===== config.mk =====
export PLATFORM = sky130hd
export DESIGN_NAME = ah_demux_skid
export DESIGN_NICKNAME = d
export VERILOG_FILES = /design/src/rtl/ah_demux_skid.sv
export SDC_FILE = /design/constraint.sdc
export NUM_CORES = 1
export LEC_CHECK = 0
export CORE_ASPECT_RATIO = 0.6
export CORE_UTILIZATION = 31
export CTS_CLUSTER_DIAMETER = 50
export DETAILED_ROUTE_END_ITERATION = 8
export PLACE_DENSITY = 0.78
export SLEW_MARGIN = 5
export SYNTH_ARGS = -nofsm -noshare
export SYNTH_HDL_FRONTEND = slang
export SYNTH_SLANG_ARGS = --single-unit

===== constraint.sdc =====
create_clock -name clk -period 2.4 [get_ports clk]
set_clock_uncertainty 0.2 [all_clocks]
set_input_delay 0.24 -clock clk [delete_from_list [all_inputs] [get_ports clk]]
set_output_delay 0.24 -clock clk [all_outputs]
set_load 0.01 [all_outputs]

===== src/rtl/ah_demux_skid.sv =====
// ah_demux_skid: one-to-NUM_EGR demultiplexer with a two-entry (main + skid)
// buffer. Ingress ready is fully registered so it never depends on egr_ready.
// Beats whose ing_sel is >= NUM_EGR are accepted and dropped.
// Optional feature macro: AH_DEMUX_DROP_CNT_EN adds a saturating 16-bit count
// of dropped beats on port drop_cnt.
module ah_demux_skid #(
  parameter int unsigned DATA_W  = 9,
  parameter int unsigned NUM_EGR = 19,
  localparam int unsigned SEL_W  = (NUM_EGR > 1) ? $clog2(NUM_EGR) : 1
) (
  input  logic                        clk,
  input  logic                        rst_n,
  input  logic [DATA_W-1:0]           ing_data,
  input  logic [SEL_W-1:0]            ing_sel,
  input  logic                        ing_valid,
  output logic                        ing_ready,
  output logic [NUM_EGR*DATA_W-1:0]   egr_data,
  output logic [NUM_EGR-1:0]          egr_valid,
  input  logic [NUM_EGR-1:0]          egr_ready
`ifdef AH_DEMUX_DROP_CNT_EN
  ,
  output logic [15:0]                 drop_cnt
`endif
);

  localparam logic [SEL_W:0] NumEgrW = (SEL_W + 1)'(NUM_EGR);

  logic [DATA_W-1:0] main_data_q, main_data_d;
  logic [SEL_W-1:0]  main_sel_q,  main_sel_d;
  logic              main_valid_q, main_valid_d;
  logic [DATA_W-1:0] skid_data_q, skid_data_d;
  logic [SEL_W-1:0]  skid_sel_q,  skid_sel_d;
  logic              skid_valid_q, skid_valid_d;
  logic              ing_ready_q, ing_ready_d;

  logic accept;
  logic in_range;
  logic main_fire;
  logic main_free;

  assign accept    = ing_valid & ing_ready_q;
  assign in_range  = ({1'b0, ing_sel} < NumEgrW);
  assign main_fire = |(egr_valid & egr_ready);
  assign main_free = ~main_valid_q | main_fire;
  assign ing_ready = ing_ready_q;

  // Decode main entry onto the one selected channel; others stay zero.
  always_comb begin
    egr_valid = '0;
    egr_data  = '0;
    for (int unsigned i = 0; i < NUM_EGR; i++) begin
      egr_valid[i] = main_valid_q && (main_sel_q == SEL_W'(i));
      if (egr_valid[i]) begin
        egr_data[i*DATA_W +: DATA_W] = main_data_q;
      end
    end
  end

  // Next-state for main/skid entries; skid always drains into main first to keep order.
  always_comb begin
    main_data_d  = main_data_q;
    main_sel_d   = main_sel_q;
    main_valid_d = main_valid_q;
    skid_data_d  = skid_data_q;
    skid_sel_d   = skid_sel_q;
    skid_valid_d = skid_valid_q;
    if (main_free) begin
      if (skid_valid_q) begin
        main_data_d  = skid_data_q;
        main_sel_d   = skid_sel_q;
        main_valid_d = 1'b1;
        skid_valid_d = 1'b0;
      end else if (accept && in_range) begin
        main_data_d  = ing_data;
        main_sel_d   = ing_sel;
        main_valid_d = 1'b1;
      end else begin
        main_valid_d = 1'b0;
      end
    end else if (accept && in_range) begin
      // ing_ready_q high implies skid is empty here.
      skid_data_d  = ing_data;
      skid_sel_d   = ing_sel;
      skid_valid_d = 1'b1;
    end
    ing_ready_d = ~skid_valid_d;
  end

  // Register state with synchronous active-low reset.
  always_ff @(posedge clk) begin
    if (!rst_n) begin
      main_data_q  <= '0;
      main_sel_q   <= '0;
      main_valid_q <= 1'b0;
      skid_data_q  <= '0;
      skid_sel_q   <= '0;
      skid_valid_q <= 1'b0;
      ing_ready_q  <= 1'b0;
    end else begin
      main_data_q  <= main_data_d;
      main_sel_q   <= main_sel_d;
      main_valid_q <= main_valid_d;
      skid_data_q  <= skid_data_d;
      skid_sel_q   <= skid_sel_d;
      skid_valid_q <= skid_valid_d;
      ing_ready_q  <= ing_ready_d;
    end
  end

`ifdef AH_DEMUX_DROP_CNT_EN
  logic [15:0] drop_cnt_q, drop_cnt_d;

  // Saturating count of accepted out-of-range beats.
  always_comb begin
    drop_cnt_d = drop_cnt_q;
    if (accept && !in_range && (drop_cnt_q != 16'hFFFF)) begin
      drop_cnt_d = drop_cnt_q + 16'd1;
    end
  end

  // Drop counter register, cleared only by reset.
  always_ff @(posedge clk) begin
    if (!rst_n) begin
      drop_cnt_q <= '0;
    end else begin
      drop_cnt_q <= drop_cnt_d;
    end
  end

  assign drop_cnt = drop_cnt_q;
`endif

endmodule


==> run summary <==
The share of the clock period used by the worst path after layout came out at 1.04. Setup repair after global routing could not meet its margin everywhere. The count of antenna-violating nets left after detailed routing was 0; the area fraction in and, or, nand and nor cells after synthesis was 0.515. Fraction of synthesized cell area in xor and xnor cells: 0.

The die covers 10000 sq um. The checks that failed: negative setup slack. The run gives 0.273 as the total routing usage reported by global routing. The critical path goes through buf_6 > nand4b_1 > buf_4 > a21oi_1 > a2111oi_4 > buf_4 > a41oi_4 > buf_12 > clkbuf_16 > o211a_1. The post-synthesis average cell area was 7.60 sq um; the die outline width was 129 microns. The worst setup path is of the reg2reg kind. Die height: 77.9 microns. The run gives 643 sq um as the area taken by flip-flops and latches.

The run gives 4076 as the total vias in the final route. The global-route wire length before repair was 20800 microns; the area of the placeable core was 9260 sq um. Across all register-to-register paths, the minimum setup slack is -0.10 ns. After detailed routing, the average wire length per cell comes to 19.9 microns. The worst max-slew margin expressed relative to the limit is 0.498. The flow ran to the end, but the final reports show violations. In the layout the commonest cells are 169 x sky130_fd_sc_hd__and2_1, 79 x sky130_fd_sc_hd__dlymetal6s2s_1, 62 x sky130_fd_sc_hd__buf_4. The cell class contributing the biggest share of worst-path delay was buffers and inverters. In this run, synthesis produced a sequential element count of 31.

After synthesis the cells add up to 2980 sq um. The clock latency on the worst-skew pair was 0.28 ns. The critical path's largest stage delay is 0.41 ns. The run gives 2.47 ns as the arrival time of data at the critical path endpoint. The final routed DRC violation total is 0. For the number of fillers in the final layout, the log shows 718.

The transition time at the pin with the least slew margin works out to 0.752 ns. The count of buffers added on input and output ports is 226. Summing all multi-input logic gate instances after layout gives 2480 sq um. The sum of negative setup slack is -2.07 ns, and the post-route worst setup slack is -0.104 ns.

The tightest min-delay check is of the reg2reg type. In this run the clock root is driven by a sky130_fd_sc_hd__clkbuf_16. TritonCTS built the clock tree. The adder and majority gate portion of the synthesized area was 0. The routed design could run at a clock period as short as 2.50 ns. Relative to the synthesized area, the layout overhead comes to 124%. The met3 track demand over resource is 0.0545. The fraction of the yosys area taken by sequential cells is 0.208, and the fraction of final layout cells sized beyond drive strength 1 is 0.304. The count of inserted antenna diode cells was 0. After global routing, the most crowded layer is met2. The HPWL after detailed placement was 9670 microns; the site row count was 27. Cell repeated most along the worst path: sky130_fd_sc_hd__buf_4.

The tools report the via count of the first global-routing pass as 3757. The library cell used most frequently in the layout, excluding fill and tap cells, is sky130_fd_sc_hd__and2_1. Clock edge transition at the registers on the reported setup and hold paths: 0.06 ns. For this run, the number of Yosys warnings is 0. 227 I/O pins were placed. The clock net in this run drives a total of 31 sinks. The multiplexer area fraction after synthesis works out to 0.108.

STA classifies the critical path endpoint as a flip-flop. The post-layout utilization of the core is 0.721, and the number of max-capacitance violations reported is 0. Synthesis produced a netlist with a net count of 428.

Together, buffers and inverters on the worst path number 5. Summing internal, switching and leakage power gives 1630 uW. STA puts the critical path data required time at 2.36 ns. The run gives 0.322 as the effective utilization at floorplan.

The number of DRC markers after the initial detailed-route iteration was 221; the sum of routed wire length over all layers was 16300 microns. The compound-cell area share of the yosys netlist works out to 0.0991. The synthesized instance count was 392; the highest fanout seen on the critical path was 7. The number of different library cells used by synthesis comes to 34. CTS buffer count: 5.

Pin count of the biggest net entering global routing: 46. For the met2 capacity usage during global routing, the log shows 0.479. By area, the combinational part of the netlist is dominated by simple AND/OR/NAND/NOR gates.

The total number of H-tree levels is 2. The post-layout net count is 725. For this design the static power due to leakage is 0.00450 uW.

The slowest stage of the critical path is the sky130_fd_sc_hd__a2111oi_4 cell. The total count of max-transition violations in the final report was 0. The final hold violation count came out at 0. The number of iterations in the first detailed-routing pass was 6; the routability-driven placement congestion ratio was 0.849.

IR analysis of the VDD net gives a maximum drop of 277 uV. For this design, the CTS-stage hold fixing added 0 buffers. Setup violations remaining at the end of the flow were counted as 40. For this run the aggregate overflow at the end of global routing stands at 0. The met1 global-route usage is 0.345.

The logs give 0.399 GHz for the maximum clock frequency and 1 for the initial antenna violation count. The areal power density over the cells was 244 nW/um^2. For the maximum buffer depth of the clock tree, the log shows 2. The worst setup path is launched from a flip-flop. After detailed routing, the number of vias per cell comes to 4.97.
==> cell families after synthesis <==
kind of cell	after synthesis
DFF	31
and+or+nand+nor	262
buffers and inverters	43
muxes	32
AOI/OAI and AO/OA	24
==> synth_stat cells, drive strengths merged <==
master     n  area share
nor2      15       0.021
nor3      13       0.022
clkbuf    30       0.038
nand4bb    3       0.013
nand3      2      0.0034
and2     172        0.36
dfxtp     31        0.21
nor4b      1      0.0080
nand3b     3      0.0076
inv        5      0.0063
a21boi     1      0.0025
a211o      1      0.0029
mux2       2      0.0076
a41oi      1      0.0092
nand4b     1      0.0029
a31oi      1      0.0021
nand4      1      0.0042
o211a     14       0.047
a2111oi    3       0.028
a32o       1      0.0034
nand2     45       0.057
or4b       1      0.0046
mux2i     30        0.10
and3       1      0.0021
buf        8       0.025
a21oi      1      0.0017
nor2b      1      0.0021
nand2b     3      0.0063
a22oi      1      0.0025
==> where the power goes <==
part           internal [uW]  switching, uW
Combinational            212            197
Sequential               536           57.9
Clock                    382            241
Total                   1130            496
==> area by class of cell <==
cell class              instances  share of cell area
well taps                     130              0.0244
multi-input cells             318               0.371
repair buffers                328               0.483
flip-flops and latches         31              0.0964
inverters                       5             0.00338
clock buffers                   6              0.0193
clock inverters                 2             0.00188
==> metrics by stage <==
stage / area [sq um] / instances / setup WS, ns / hold WS (ns)
CTS: 5900 / 784 / -0.103 / 0.258
detailed placement: 5610 / 757 / -0.0607 / 0.251
floorplan: 2980 / 392 / 0.173 / 0.182
finish: 6670 / 820 / -0.104 / 0.256
global placement: 5610 / 757 / 0.00236 / 0.241
global route: 6670 / 820 / -0.189 / 0.281
==> sequential cells by signal, summed over array words and instances (netlist names) <==
register and cells:
skid_data_q 9, skid_valid_q 1, ing_ready 1, main_valid_q 1, skid_sel_q 5, main_sel_q 5
main_data_q 9
==> what timing repair did <==
item                                    CTS  global route
pin swaps                                 5            13
resized for setup                       132           281
endpoints found under the setup margin  198           151
buffers inserted                         16            26
gates cloned                              3            10
==> worst paths after layout <==
| check | from | end | depth (start not counted) |
|---|---|---|---|
| min | skid_data_q[0]$_SDFFE_PN0P_ | skid_data_q[0]$_SDFFE_PN0P_ | 2 |
| max | main_sel_q[1]$_SDFFE_PN0P_ | main_sel_q[4]$_SDFFE_PN0P_ | 10 |
| max reg2reg | main_sel_q[1]$_SDFFE_PN0P_ | main_sel_q[4]$_SDFFE_PN0P_ | 10 |
| min reg2reg | skid_data_q[0]$_SDFFE_PN0P_ | skid_data_q[0]$_SDFFE_PN0P_ | 2 |
==> layer usage <==
layer  up-vias  routed length (microns)
li1       1860                        -
met2       211                     7920
met3        27                     1260
met5         -                        0
met4         0                      288
met1      1978                     6850
==> worst min-delay path: cells and delay by family, from the launching register on <==
| kind | cells | cell delay (ns) |
|---|---|---|
| simple gates | 1 | 0.05 |
| flops | 1 | 0.31 |
| mux | 1 | 0.05 |
No activity file was read; power rests on OpenSTA's default activity.
